--- src/rtl/sha256_w_schedule_streamer.sv ---
// SHA-256 message schedule streamer: loads one 512-bit block and emits W0..W63
// one word per accepted handshake, computing W16..W63 on the fly from a 16-word window.
module sha256_w_schedule_streamer (
  input  logic         CLK,
  input  logic         RST,
  input  logic         in_valid,
  output logic         in_ready,
  input  logic [511:0] block_in,
  output logic         w_valid,
  input  logic         w_ready,
  output logic [31:0]  w_out,
  output logic [5:0]   w_idx,
  output logic         w_last,
  output logic         busy,
  output logic         fsm_state
);

  // Handshakes: a transfer happens on a rising edge where valid & ready are both
  // high; valid never depends on ready, and w_out comes straight from registers.
  typedef enum logic {
    IDLE = 1'b0,
    RUN  = 1'b1
  } state_t;

  state_t      state;
  state_t      state_nxt;
  logic [31:0] win [16];
  logic [5:0]  idx;
  logic        accept;
  logic        advance;
  logic        last_hs;
  logic [31:0] wnew;

  function automatic logic [31:0] sig0(input logic [31:0] x);
    sig0 = {x[6:0], x[31:7]} ^ {x[17:0], x[31:18]} ^ (x >> 3);
  endfunction

  function automatic logic [31:0] sig1(input logic [31:0] x);
    sig1 = {x[16:0], x[31:17]} ^ {x[18:0], x[31:19]} ^ (x >> 10);
  endfunction

  // Window slot 0 holds W[t-16] for the word being appended, slot 15 holds W[t-1].
  assign wnew = sig1(win[14]) + win[9] + sig0(win[1]) + win[0];

  always_comb begin
    state_nxt = state;
    in_ready  = 1'b0;
    w_valid   = 1'b0;
    busy      = 1'b0;
    accept    = 1'b0;
    advance   = 1'b0;
    last_hs   = 1'b0;
    case (state)
      IDLE: begin
        in_ready = 1'b1;
        if (in_valid) begin
          accept    = 1'b1;
          state_nxt = RUN;
        end
      end
      RUN: begin
        w_valid = 1'b1;
        busy    = 1'b1;
        if (w_ready) begin
          if (idx == 6'd63) begin
            last_hs   = 1'b1;
            state_nxt = IDLE;
          end else begin
            advance = 1'b1;
          end
        end
      end
      default: state_nxt = IDLE;
    endcase
  end

  assign w_out     = win[0];
  assign w_idx     = idx;
  assign w_last    = w_valid && (idx == 6'd63);
  assign fsm_state = state;

  always_ff @(posedge CLK or posedge RST) begin
    if (RST) begin
      state <= IDLE;
      idx   <= 6'd0;
      for (int i = 0; i < 16; i++) win[i] <= 32'd0;
    end else begin
      state <= state_nxt;
      if (accept) begin
        idx <= 6'd0;
        for (int i = 0; i < 16; i++) win[i] <= block_in[511-32*i -: 32];
      end else if (advance) begin
        // The final handshake leaves the window and index alone; the next block reloads both.
        idx <= idx + 6'd1;
        for (int i = 0; i < 15; i++) win[i] <= win[i+1];
        win[15] <= wnew;
      end
    end
  end

  logic unused_last_hs;
  assign unused_last_hs = last_hs;

endmodule

--- config.mk ---
export PLATFORM = sky130hd
export DESIGN_NAME = sha256_w_schedule_streamer
export DESIGN_NICKNAME = d
export VERILOG_FILES = /design/src/rtl/sha256_w_schedule_streamer.sv
export SDC_FILE = /design/constraint.sdc
export NUM_CORES = 2
export LEC_CHECK = 0
export BUFFER_PORTS_ARGS = -buffer_cell sky130_fd_sc_hd__buf_2
export CAP_MARGIN = 20
export CORE_ASPECT_RATIO = 1.5
export CORE_UTILIZATION = 53
export DETAILED_ROUTE_END_ITERATION = 10
export GPL_ROUTABILITY_DRIVEN = 1
export PLACE_DENSITY = 0.79
export SYNTH_ARGS = -nofsm -noshare
export SYNTH_HDL_FRONTEND = slang
export SYNTH_SLANG_ARGS = --single-unit
--- constraint.sdc ---
create_clock -name CLK -period 53.5 [get_ports CLK]
set_input_delay 10.7 -clock CLK [delete_from_list [all_inputs] [get_ports CLK]]
set_output_delay 10.7 -clock CLK [all_outputs]
set_load 0.02 [all_outputs]
==> impl_metrics.xml <==
<?xml version="1.0" encoding="UTF-8"?>
<metrics>
  <group name="power_and_ir_drop">
    <metric name="design_power_total" unit="uW">2170</metric>
    <metric name="leak" unit="uW">0.0155</metric>
    <metric name="share_comb_of_total_power" unit="%">55.2</metric>
    <metric name="total_internal_power" unit="uW">1180</metric>
    <metric name="sequential_share_of_power" unit="%">27.8</metric>
    <metric name="vdd_ir_drop_max" unit="V">0.0000560</metric>
    <metric name="power_per_cell_area" unit="nW/um2">67.5</metric>
    <metric name="total_switching_power" unit="uW">991</metric>
    <metric name="switching_share" unit="%">45.6</metric>
    <metric name="clkPwrFrac" unit="%">17.1</metric>
  </group>
  <group name="global_route">
    <metric name="antenna_found_initial" unit="">28</metric>
    <metric name="grt_util_all_layers" unit="%">36.4</metric>
    <metric name="grt_max_degree" unit="">263</metric>
    <metric name="grt_pass1_wl" unit="um">146000</metric>
    <metric name="global_route.overflow_total" unit="">0</metric>
    <metric name="grt_pass1_vias" unit="">24252</metric>
  </group>
  <group name="placed_design">
    <metric name="place.port_buffers" unit="">558</metric>
    <metric name="placed_cell_area" unit="um2">30400</metric>
    <metric name="cell_total_after_placement" unit="">4375</metric>
    <metric name="detailed_place_hpwl" unit="um">72100</metric>
    <metric name="finalWeightedCongestion" unit="">0.970</metric>
  </group>
  <group name="critical_path">
    <metric name="worst-endpoint-arrival" unit="ps">14470</metric>
    <metric name="worstSetupPathType" unit="">in2reg</metric>
    <metric name="critical_path.cell_chain" unit="">buf_2 &gt; nand2_4 &gt; buf_4 &gt; buf_4 &gt; buf_4 &gt; nor2_1 &gt; a31oi_1</metric>
    <metric name="critPathCaptureType" unit="">flop</metric>
    <metric name="timing.critical_path.slowest_cell_delay" unit="ps">910</metric>
    <metric name="worst_ep_required_time" unit="ps">54020</metric>
    <metric name="start_kind" unit="">primary input</metric>
    <metric name="worst_path_max_delay_cell" unit="">sky130_fd_sc_hd__buf_4</metric>
    <metric name="critical-path-top-cell-by-count" unit="">sky130_fd_sc_hd__buf_4</metric>
    <metric name="largest_fanout_on_the_critical_path" unit="">111</metric>
  </group>
  <group name="routing">
    <metric name="route.final.wire_length" unit="um">98800</metric>
    <metric name="via_count" unit="">25872</metric>
    <metric name="top_layer_used" unit="">met4</metric>
    <metric name="detail_route.iter0.violations" unit="">2924</metric>
    <metric name="drt.antenna.violating_nets" unit="">0</metric>
    <metric name="route.detailed.drc" unit="">0</metric>
    <metric name="routed_wire_per_std_cell" unit="um">22.0</metric>
    <metric name="drt-pass1-iter-count" unit="">6</metric>
    <metric name="dr_wl_met3" unit="um">7360</metric>
    <metric name="route.layer.met1.wl" unit="um">37000</metric>
    <metric name="viasPerCell" unit="">5.76</metric>
    <metric name="routed-wl-met2" unit="um">46400</metric>
  </group>
  <group name="sta">
    <metric name="timing.final.setup_violations" unit="">0</metric>
    <metric name="finalHoldViolCount" unit="">0</metric>
    <metric name="final-max-slew-violation-count" unit="">0</metric>
    <metric name="post-route-period-util" unit="%">26.1</metric>
    <metric name="relative_max_transition_margin" unit="%">21.1</metric>
    <metric name="max_freq" unit="GHz">0.0717</metric>
    <metric name="timing.setup.tns" unit="ps">0</metric>
    <metric name="clock_skew" unit="ps">24.0</metric>
    <metric name="worstMarginPinSlew" unit="ps">1180</metric>
    <metric name="fin_crit" unit="ps">13950</metric>
    <metric name="setup_repair_after_global_routing_missed_its_margin" unit="">false</metric>
  </group>
  <group name="layout">
    <metric name="stdcell_count" unit="">4491</metric>
    <metric name="flow.area_growth_from_synthesis" unit="%">15.1</metric>
    <metric name="final_common_cell" unit="">sky130_fd_sc_hd__nand2_1</metric>
    <metric name="drive_gt1_share" unit="%">17.9</metric>
    <metric name="layout_common_cells" unit="">sky130_fd_sc_hd__nand2_1 (1015), sky130_fd_sc_hd__buf_2 (558), sky130_fd_sc_hd__nor2_1 (522)</metric>
    <metric name="layout.cell_area.non_filler" unit="um2">32200</metric>
    <metric name="fin_nets" unit="">4362</metric>
  </group>
  <group name="yosys">
    <metric name="ys_seq_area_share" unit="%">46.4</metric>
    <metric name="ys_ff_latch" unit="">519</metric>
    <metric name="ys_warn_count" unit="">0</metric>
    <metric name="synth.net_count" unit="">4042</metric>
    <metric name="syn-mean-instance-area" unit="um2">8.15</metric>
    <metric name="async_sr_flop_fraction" unit="%">100</metric>
    <metric name="netlist-cell-type-count" unit="">64</metric>
    <metric name="cell_count_after_synthesis" unit="">3432</metric>
    <metric name="synthFlopType" unit="">sky130_fd_sc_hd__dfrtp_1</metric>
    <metric name="area_of_the_mapped_netlist" unit="um2">28000</metric>
    <metric name="synth_edf_count" unit="">0</metric>
  </group>
  <group name="die">
    <metric name="pin_count" unit="">559</metric>
    <metric name="initial_utilization" unit="%">54.0</metric>
    <metric name="die_width" unit="um">190</metric>
    <metric name="row_count" unit="">102</metric>
    <metric name="core-area" unit="um2">51800</metric>
    <metric name="floorplan.die_area" unit="um2">53700</metric>
    <metric name="die_y" unit="um">283</metric>
  </group>
  <group name="clock_network">
    <metric name="cts.reportedPaths.clkPinSlew" unit="ps">60</metric>
    <metric name="clock_tree.root_cell" unit="">sky130_fd_sc_hd__clkbuf_16</metric>
    <metric name="cts-htree-levels" unit="">2</metric>
    <metric name="clock_path_buffers" unit="">3</metric>
    <metric name="post_cts_resized" unit="">0</metric>
    <metric name="clock_latency" unit="ps">610</metric>
    <metric name="tritoncts_num_sinks" unit="">519</metric>
    <metric name="cts_tree" unit="">done</metric>
    <metric name="cts_made_buffers" unit="">51</metric>
    <metric name="cts_hold_repair.buffers" unit="">0</metric>
    <metric name="cts_setup_buffers" unit="">0</metric>
  </group>
  <group name="job">
    <metric name="drv.max_cap_violation_count" unit="">0</metric>
  </group>
  <group name="min_path">
    <metric name="hold_path.class" unit="">reg2reg</metric>
  </group>
  <group name="run_status">
    <metric name="status" unit="">complete, no violations</metric>
  </group>
</metrics>
[synth_stat cells, drive strengths merged (4+ instances only)]
library cell | instances | share of area [%]
xor2 | 54 | 1.7
and3 | 11 | 0.25
dfrtp | 519 | 46
o21bai | 6 | 0.16
nand3 | 17 | 0.32
a21oi | 61 | 1.2
a211oi | 7 | 0.21
nand2 | 1017 | 14
nor2 | 523 | 7.0
a31oi | 486 | 11
fa | 62 | 4.4
a211o | 4 | 0.13
nor3 | 12 | 0.23
o21a | 5 | 0.13
mux2i | 4 | 0.14
a21o | 7 | 0.19
o22ai | 8 | 0.18
o21ai | 27 | 0.50
or3 | 5 | 0.11
xnor2 | 87 | 2.7
ha | 32 | 1.4
clkbuf | 189 | 2.6
inv | 125 | 1.7
buf | 124 | 2.5
a221oi | 4 | 0.15
[power by group through the flow]
stage / combinational (uW) / sequential (uW) / clock, uW
global route: 1320 / 610 / 388
floorplan: 916 / 545 / 0
finish: 1200 / 603 / 371
CTS: 1180 / 598 / 373
global placement: 1160 / 602 / 0
detailed placement: 1170 / 604 / 0
[per-layer routing]
metal  GRT usage (%)  up-vias
met1            46.5    12294
li1                -    11922
met5               0        -
met3            4.84      283
met2            56.7     1373
met4            26.5        0
[cell families (layout without fill, tap and decap cells)]
group / after synthesis / count (layout) / synth area share [%]
simple gates: 1600 / 1600 / 22.0
buf+inv: 438 / 794 / 6.80
mux: 5 / 5 / 0.183
fa+ha+maj: 94 / 94 / 5.87
xor+xnor: 141 / 141 / 4.42
compound gates: 635 / 635 / 14.3
flops: 519 / 519 / 46.4
other cells: 0 / 27 / 0
[state kept, by name (all words and copies together) (netlist names)]
signal / count
fsm_state: 1
win: 480
w_out: 32
w_idx: 6
[layout make-up]
class / instances / area, um2
repair buffers: 580 / 3010
clock buffers: 74 / 1500
diodes: 27 / 67.6
flip-flops and latches: 519 / 13000
clock inverters: 15 / 189
well taps: 676 / 846
multi-input cells: 2475 / 13100
fillers: 4621 / 19600
inverters: 125 / 477
[critical path, delay by kind of cell]
family,cells,cell delay [ps]
compound gates,1,210
buf+inv,4,2680
simple gates,2,720
[metrics by stage]
stage	utilization (%)	setup slack [ps]	hold WS, ps
5_1_grt	62.1	39260	554
4_1_cts	62.0	39670	531
3_3_place_gp	58.7	39160	510
2_1_floorplan	-	28300	485
3_5_place_dp	58.7	39090	524
6_report	62.1	39550	527
[final timing paths]
kind / startpoint / end / slack (ps) / depth (start not counted)
hold / removal: win[12] / win[44] / 530 / 2
setup / recovery: in_valid / win[217] / 39550 / 7
max in group asynchronous: RST / win[185] / 41010 / 4
setup reg to reg: win[43] / win[23] / 48920 / 14
min in group asynchronous: RST / win[391] / 10170 / 2
hold reg to reg: win[12] / win[44] / 530 / 2
Power figures use the tool's default switching activity.
